### src/rtl/plab4_net_pkg.sv
// Shared ring-network definitions.
//   - Input port indices (bit positions in request/grant vectors).
//   - Crossbar select encodings.
//   - Default downstream queue depth.
//   - A helper that advances a mod-3 port index.
package plab4_net_pkg;

  localparam int EAST = 0;
  localparam int TERM = 1;
  localparam int WEST = 2;

  localparam logic [1:0] SEL_EAST = 2'd0;
  localparam logic [1:0] SEL_TERM = 2'd1;
  localparam logic [1:0] SEL_WEST = 2'd2;

  localparam int DEFAULT_NUM_ENTRIES = 2;

  // Next port index in the scan order 0 -> 1 -> 2 -> 0.
  function automatic logic [1:0] ptr_inc(input logic [1:0] idx);
    return (idx == 2'd2) ? 2'd0 : idx + 2'd1;
  endfunction

endpackage

### src/rtl/plab4_net_rr_arb3.sv
// Three-input round-robin arbiter.
// Ports:
//   clk, reset : clock, asynchronous active-high reset
//   en         : allow a grant this cycle
//   fire       : the granted message was accepted; advance the pointer
//   reqs[2:0]  : request per input port
//   grants[2:0]: one-hot grant (or zero), combinational
// The winner is the first requester at or after the priority pointer.
// On fire the pointer moves just past the winner, so it holds only 0..2.
module plab4_net_rr_arb3
  import plab4_net_pkg::*;
(
  input  logic       clk,
  input  logic       reset,
  input  logic       en,
  input  logic       fire,
  input  logic [2:0] reqs,
  output logic [2:0] grants
);

  logic [1:0] ptr_reg;
  logic [1:0] ptr_next;
  logic [1:0] win_idx;
  logic [1:0] idx;
  logic       found;

  always_ff @(posedge clk or posedge reset) begin
    if (reset) ptr_reg <= 2'd0;
    else       ptr_reg <= ptr_next;
  end

  always_comb begin
    grants  = 3'b000;
    win_idx = 2'd0;
    found   = 1'b0;
    idx     = ptr_reg;
    if (en) begin
      for (int k = 0; k < 3; k++) begin
        if (!found && reqs[idx]) begin
          grants[idx] = 1'b1;
          win_idx     = idx;
          found       = 1'b1;
        end
        idx = ptr_inc(idx);
      end
    end
  end

  assign ptr_next = fire ? ptr_inc(win_idx) : ptr_reg;

endmodule

### src/rtl/plab4_net_router_output_credit_ctrl.sv
// Per-output-port control for a ring router.
// Ports:
//   clk, reset    : clock, asynchronous active-high reset
//   reqs[2:0]     : requests from west[2], terminal[1], east[0] inputs
//   grants[2:0]   : one-hot grant or zero
//   sel[1:0]      : crossbar select (0 east, 1 terminal, 2 west; 0 idle)
//   out_val       : message presented downstream
//   out_rdy       : downstream accepts this cycle
//   credit_return : downstream queue freed one slot
//   num_free      : registered free-slot count of the downstream queue
module plab4_net_router_output_credit_ctrl
  import plab4_net_pkg::*;
#(
  parameter int p_num_entries   = DEFAULT_NUM_ENTRIES,
  parameter int p_num_free_nbits = 2,
  parameter bit p_credit_en     = 1'b1
)(
  input  logic                        clk,
  input  logic                        reset,
  input  logic [2:0]                  reqs,
  output logic [2:0]                  grants,
  output logic [1:0]                  sel,
  output logic                        out_val,
  input  logic                        out_rdy,
  input  logic                        credit_return,
  output logic [p_num_free_nbits-1:0] num_free
);

  localparam logic [p_num_free_nbits-1:0] NF_MAX = p_num_free_nbits'(p_num_entries);

  logic credit_ok;
  logic arb_en;
  logic fire;

  // Reset also blocks grants so nothing leaves while neighbours are clearing.
  assign arb_en  = out_rdy & credit_ok & ~reset;
  assign out_val = |grants;
  assign fire    = out_val;  // grants already require out_rdy

  plab4_net_rr_arb3 arb (
    .clk    (clk),
    .reset  (reset),
    .en     (arb_en),
    .fire   (fire),
    .reqs   (reqs),
    .grants (grants)
  );

  always_comb begin
    sel = SEL_EAST;
    if (grants[TERM]) sel = SEL_TERM;
    if (grants[WEST]) sel = SEL_WEST;
  end

  generate
    if (p_credit_en) begin : g_credit
      logic [p_num_free_nbits-1:0] num_free_reg;
      logic [p_num_free_nbits-1:0] num_free_next;

      always_ff @(posedge clk or posedge reset) begin
        if (reset) num_free_reg <= NF_MAX;
        else       num_free_reg <= num_free_next;
      end

      // A return and a send in the same cycle cancel out. A return while
      // full is an upstream error; the count saturates rather than wrap.
      always_comb begin
        num_free_next = num_free_reg;
        case ({fire, credit_return})
          2'b10:   num_free_next = num_free_reg - 1'b1;
          2'b01:   if (num_free_reg != NF_MAX) num_free_next = num_free_reg + 1'b1;
          default: num_free_next = num_free_reg;
        endcase
      end

      assign credit_ok = (num_free_reg != '0);
      assign num_free  = num_free_reg;
    end else begin : g_no_credit
      assign credit_ok = 1'b1;
      assign num_free  = NF_MAX;
    end
  endgenerate

endmodule

### config.mk
export PLATFORM = sky130hd
export DESIGN_NAME = plab4_net_router_output_credit_ctrl
export DESIGN_NICKNAME = d
export VERILOG_FILES = /design/src/rtl/plab4_net_pkg.sv /design/src/rtl/plab4_net_rr_arb3.sv /design/src/rtl/plab4_net_router_output_credit_ctrl.sv
export SDC_FILE = /design/constraint.sdc
export NUM_CORES = 1
export LEC_CHECK = 0
export BUFFER_PORTS_ARGS = -buffer_cell sky130_fd_sc_hd__buf_2
export CAP_MARGIN = 20
export CORE_AREA = 2 2 39 41
export CTS_BUF_LIST = sky130_fd_sc_hd__clkbuf_4
export DETAILED_ROUTE_END_ITERATION = 8
export DIE_AREA = 0 0 41 43
export PLACE_DENSITY_LB_ADDON = 0.1
export REMOVE_ABC_BUFFERS = 1
export SLEW_MARGIN = 20
export SYNTH_ARGS = -nofsm -noshare
export SYNTH_HDL_FRONTEND = slang
export SYNTH_SLANG_ARGS = --single-unit
### constraint.sdc
create_clock -name clk -period 2.2 [get_ports clk]
set_clock_uncertainty 0.1 [all_clocks]
set_input_delay 0.22 -clock clk [delete_from_list [all_inputs] [get_ports clk]]
set_output_delay 0.22 -clock clk [all_outputs]
set_load 0.005 [all_outputs]
## After elaboration in Yosys (flattened, before gate mapping)

Index checks and enable logic that the tools add are counted.

| cells by class | value |
|---|---|
| add/subtract/negate cells | 5 |
| magnitude comparators | 6 |
| eq/ne operators | 7 |
| multiplexer cells | 33 |
| bitwise gates (word level) | 5 |
| reductions and logical operators | 11 |

Operators by type and width:

| cell | number |
|---|---|
| 2-to-1 mux 2 bit | 9 |
| 2-to-1 mux 3 bit | 6 |
| 2-to-1 mux 1 bit | 11 |
| < comparator 2 x 3 -> 1 bit (second input constant) | 3 |
| adder 2 x 1 -> 2 bit (second input constant) | 4 |
| == test 2 bit (second input constant) | 4 |
| binary-select mux 1 bit (select 2 bit) | 3 |
| demux 1 bit (select 2 bit) | 3 |
| >= comparator 2 x 1 -> 1 bit (second input constant) | 3 |
| OR 3 bit | 2 |
| logical AND 1 bit | 5 |
| inequality test 2 bit (second input constant) | 2 |
| case mux 2 bit (2 select lines) | 1 |
| nonzero test 2 bit | 2 |
| OR reduction 3 bit | 1 |
| bitwise AND 1 bit | 2 |
| == test 2 x 1 -> 1 bit (second input constant) | 1 |
| zero test 1 bit | 2 |
| AND reduction 2 bit | 1 |
| subtractor 2 x 1 -> 2 bit (second input constant) | 1 |
| inverter 1 bit | 1 |

| storage, ports and cells | value |
|---|---|
| register bits | 4 |
| bits of input ports | 7 |
| output and inout port bits | 8 |

## Longest topological paths before layout

| depth | value |
|---|---|
| depth after elaboration | 16 |
| gate-level depth with buffers | 5 |
| gate-level depth less buffers | 4 |

## Hierarchy

Synthesis repeated with hierarchy kept, for this count alone.

| second synthesis, totals | value |
|---|---|
| cell total of the unflattened synthesis | 36 |
| area total of the unflattened synthesis | 331.6 um^2 |

By module, submodules not included:

| module | instances | cells an instance | area an instance (um^2) | sequential area each (um^2) |
|---|---|---|---|---|
| plab4_net_rr_arb3 | 1 | 20 | 167.7 | 50.0 |
| plab4_net_router_output_credit_ctrl | 1 | 16 | 163.9 | 51.3 |

## Worst setup path before layout

No wires, ideal clock.

| path | value |
|---|---|
| path kind | register to register |
| start | register arb.ptr_reg[1] |
| end | register g_credit.num_free_reg[0], in the netlist num_free[0] |
| library setup time | 0.126 ns |
| arrival | 1.705 ns |
| required time | 1.974 ns |
| slack | 0.268 ns |
| stages on the path, launching flop included | 6 |
| path buffers | 1 |
| period minus slack after synthesis | 1.932 ns |
| cell sequence | dfrtp_1 buf_6 a21bo_1 a2111oi_4 mux2_1 a221o_2 |

| on the way | value |
|---|---|
| cells in the longest elaborated chain, start to end | 16 |
| elaborated cells on any way between the ends | 50 |
| classes of those cells | add/sub (2); order compare (6); eq/ne (5); mux (25); bitwise (2); reduce/logical (10) |

Ends and longest elaborated chain:

| element | line | RTL |
|---|---|---|
| from (decl) | plab4_net_rr_arb3.sv:21 | `logic [1:0] ptr_reg;` |
| from (signal assigned) | plab4_net_rr_arb3.sv:29 | `else ptr_reg <= ptr_next;` |
| parallel branches: the longest is 10 deep, another holds < comparator 2 x 3 -> 1 bit | - |  |
| 2-to-1 mux 3 bit (*) | plab4_net_rr_arb3.sv:39 | `if (!found && reqs[idx]) begin` |
| 2-to-1 mux 3 bit (*) | plab4_net_rr_arb3.sv:37 | `if (en) begin` |
| OR reduction 3 bit (*) | plab4_net_router_output_credit_ctrl.sv:37 | `assign out_val = \|grants;` |
| via out_val | plab4_net_router_output_credit_ctrl.sv:23 | `output logic out_val,` |
| == test 2 x 1 -> 1 bit / == test 2 bit (equally long branches) | plab4_net_router_output_credit_ctrl.sv:69 | `case ({fire, credit_return})` |
| inequality test 2 bit (no line) / nonzero test 2 bit (equally long branches) | - |  |
| AND reduction 2 bit (no line) | - |  |
| to (signal assigned) | plab4_net_router_output_credit_ctrl.sv:62 | `else num_free_reg <= num_free_next;` |
| to (decl) | plab4_net_router_output_credit_ctrl.sv:57 | `logic [p_num_free_nbits-1:0] num_free_reg;` |

Mark *: on every way through the listed nets, which the timed path passes. The select of a mux whose other input is x is not followed.
A chain may end at the register's enable or synchronous reset.

## Worst setup path after layout

| path | value |
|---|---|
| start | input reset |
| end | output sel[1] |

| on the way | value |
|---|---|
| cells in the longest elaborated chain, start to end | 4 |

Ends and longest elaborated chain:

| element | line | RTL |
|---|---|---|
| from (decl) | plab4_net_router_output_credit_ctrl.sv:19 | `input logic reset,` |
| inverter 1 bit | plab4_net_router_output_credit_ctrl.sv:36 | `assign arb_en = out_rdy & credit_ok & ~reset;` |
| bitwise AND 1 bit | plab4_net_router_output_credit_ctrl.sv:36 |  |
| 2-to-1 mux 3 bit | plab4_net_rr_arb3.sv:37 |  |
| 2-to-1 mux 2 bit | plab4_net_router_output_credit_ctrl.sv:52 | `if (grants[WEST]) sel = SEL_WEST;` |
| to (decl) | plab4_net_router_output_credit_ctrl.sv:22 | `output logic [1:0] sel,` |

Every way passes these cells.

==> results.md <==
Status:
- The flow ran to the end, and the final reports show no timing, DRC or antenna violations.

Clocking:
- The clock passes through at most 2 buffers.
- TritonCTS built the clock tree.
- In this run the post-CTS setup repair buffer count came out at 0.
- The number of clock sinks seen by CTS is 4.
- The clock insertion delay at the later pin of the skew report is 0.24 ns.
- CTS built an H-tree with a depth of 1.
- The clock buffer count from CTS is 3.
- Post-CTS repair changed the size of 0 cells.
- The CTS clock-pin slew for the worst setup and hold paths is 0.04 ns.
- The clock root buffer is clkbuf_4.

Timing:
- Setup repair after global routing left no endpoint under its margin.
- The final number of max-transition violations is 0.
- The slew at the pin closest to its max-slew limit is 0.384 ns.
- The hold violation total from the final report is 0.
- The worst max-slew margin expressed relative to the limit is 74.4%.
- Setup violations remaining at the end of the flow were counted as 0.
- In the finished design, the share of the clock period the worst path needs comes to between 80% and 90%.
- The final critical path time including I/O delays and setup is 1.95 ns.
- Setup total negative slack on the finished layout was measured at 0 ns.
- The highest attainable clock frequency is slightly above 500 MHz.

Worst setup path:
- The cell depth of the worst flop-to-flop path is 4.
- The worst setup path is of the in -> out kind.
- The most critical setup path has its startpoint at reset.
- STA classifies the critical path startpoint as a primary input.
- The endpoint of the worst setup timing path is sel[1].
- The startpoint identified for the worst register-to-register timing path is arb.ptr_reg[0]$_DFFE_PP0P_.
- For the worst setup path, the data required time is 1.88 ns.
- The endpoint identified for the worst register-to-register timing path is num_free[0]$_DFFE_PP0P_.
- The type of element capturing the critical path is an output port.
- The register-to-register setup slack is 0.27 ns.
- The peak fanout along the critical path is 7.
- The arrival time at the worst endpoint is 1.63 ns.

Die:
- Measured along the y axis, the die boundary spans 43 um.
- The die covers ~1800 um^2.
- The effective utilization at floorplan is between 20% and 30%.
- The top-level I/O count is 15.
- The core footprint is 1380 um^2.
- The width of the chip is 41 um.
- The total number of placement rows is 14.

Yosys:
- The number of synthesized register bits is 4.
- The number of distinct standard cells referenced by the synthesized netlist is 25.
- The cell area that synthesis handed to floorplanning was 342 um^2.
- The part of the Yosys area used for sequential elements is 29.7%.
- In this run the mean area of a mapped cell was 8.76 um^2.
- The instance count of the mapped netlist is 39.
- The total number of yosys warnings is 0.

Final layout:
- 0 antenna diodes ended up in the layout.
- The number of nets in the layout is between 60 and 70.
- The layout cell share with drive strength beyond 1 is 41.4%.
- Leaving out fill and tap cells, the most frequent cell in the layout is buf_2.
- The area overhead of the layout relative to synthesis is 37.0%.
- The top cell types in the final layout, fill and taps aside, are 14 x buf_2, 4 x inv_1, 4 x a21oi_1, 4 x clkbuf_4.

Route:
- The number of remaining DRC errors is 0.
- The vias per cell is 4.58.
- The number of violations reported at the end of detailed-routing iteration 0 is 3.
- The first TritonRoute pass finished after 2 iterations.
- The remaining antenna violation count after routing is 0.
- The detailed-route wire length is ~720 um.
- After detailed routing, the average wire length per cell comes to about 9.7 um.
- For this block, the via count after detailed routing is 339.

Global route:
- The first global-routing pass estimated 1.25 mm of wire.
- The number of global-route vias before repair was approximately 330.
- Entering global routing, the biggest net connects 9 pins.
- The initial antenna violation count is 0.
- Across every metal layer, demand over resource in global routing totals between 10% and 20%.
- The total grt overflow is 0.

Placed design:
- In this run the tool buffered the top-level ports with 14 buffer cells.
- The HPWL reported at the end of detailed placement is 579 um.
- The routability-driven placement congestion ratio is 0.625.

Min path:
- The worst hold path belongs to the class in -> reg.

Job:
- The max-capacitance violation count is 0.

Pwr:
- The areal power density over the cells is ~1100 nW/um^2.
- The maximum VDD drop is ~540 uV.
- In this run the static leakage power is about 0.00023 uW.
- Power comes to 500 uW.
[worst min path at each step]
stage             startpoint                         end  slack [ns]  depth (start not counted)
2_1_floorplan          reset  arb.ptr_reg[0]$_DFFE_PP0P_       -0.11                          1
3_3_place_gp           reset     num_free[0]$_DFFE_PP0P_        0.05                          2
3_5_place_dp           reset  arb.ptr_reg[0]$_DFFE_PP0P_        0.05                          2
4_1_cts        credit_return     num_free[0]$_DFFE_PP0P_        0.17                          2
5_1_grt        credit_return     num_free[0]$_DFFE_PP0P_        0.18                          2
6_report       credit_return     num_free[0]$_DFFE_PP0P_        0.18                          2
[synth_stat cells, drive strengths merged]
| cell type | count | share of area [%] |
|---|---|---|
| dfrtp | 3 | 22 |
| o21ai | 1 | 1.5 |
| dfstp | 1 | 7.7 |
| or2 | 1 | 1.8 |
| nor2 | 3 | 3.3 |
| nor2b | 2 | 3.7 |
| o211ai | 1 | 2.2 |
| nand3 | 1 | 1.5 |
| a221o | 1 | 3.3 |
| inv | 4 | 4.4 |
| a31oi | 3 | 5.5 |
| nor3b | 1 | 2.2 |
| a21bo | 1 | 2.9 |
| mux2 | 1 | 3.3 |
| a21oi | 4 | 5.9 |
| and2 | 1 | 1.8 |
| nor3 | 1 | 1.5 |
| xnor2 | 1 | 2.6 |
| buf | 2 | 5.5 |
| mux2i | 1 | 2.9 |
| a2111oi | 1 | 8.1 |
| and4 | 1 | 2.6 |
| nand2b | 1 | 1.8 |
| nand2 | 2 | 2.2 |
[logic make-up after synthesis]
family	after synthesis	share of synthesized area (%)
multiplexers	2	6.23
XOR/XNOR	1	2.56
flip-flops	4	29.7
AND/OR/NAND/NOR	14	22.3
buffers and inverters	6	9.89
AO/OA/AOI/OAI	12	29.3
[final cells by class]
cell class | count | area, um^2
fill | 161 | 916
sequential | 4 | 101
inverter | 4 | 15.0
timing repair buffer | 17 | 95.1
clock buffer | 4 | 30.0
multi-input combinational | 29 | 206
tap | 16 | 20.0
[metrics by stage]
stage               area [um^2]  setup WS [ns]  std cells  hold slack [ns]  utilization, %
global route                468         0.0201         74            0.175            33.8
global placement            428          0.308         69           0.0499            30.9
detailed placement          428          0.276         69           0.0528            30.9
CTS                         468          0.250         74            0.169            33.8
floorplan                   323          0.293         37           -0.115               -
finish                      468          0.252         74            0.176            33.8
[layer usage]
layer / track usage, % / vias up / part of all wire (%)
li1: - / 177 / -
met1: 12.4 / 154 / 48
met2: 15.6 / 8 / 46
met3: 4.71 / 0 / 5.6
met4: 4.00 / 0 / 0
met5: 0 / - / 0
[repair_timing]
action | CTS | global route
setup endpoints to repair | 0 | 0
hold buffers | 1 | 0
hold endpoints to repair | 3 | 0
[where the power goes]
part	total [uW]	internal, uW	switching (uW)
clock	113	80.5	32.2
sequential	153	119	33.9
combinational	234	117	117
total	500	317	184
[critical path, cell delays in order]
cell and delay, ns:
dlygate4sd3_1 0.53, buf_2 0.15, nor3_1 0.16, buf_4 0.17, nor3b_1 0.24, buf_2 0.16
Power figures use the tool's default switching activity.
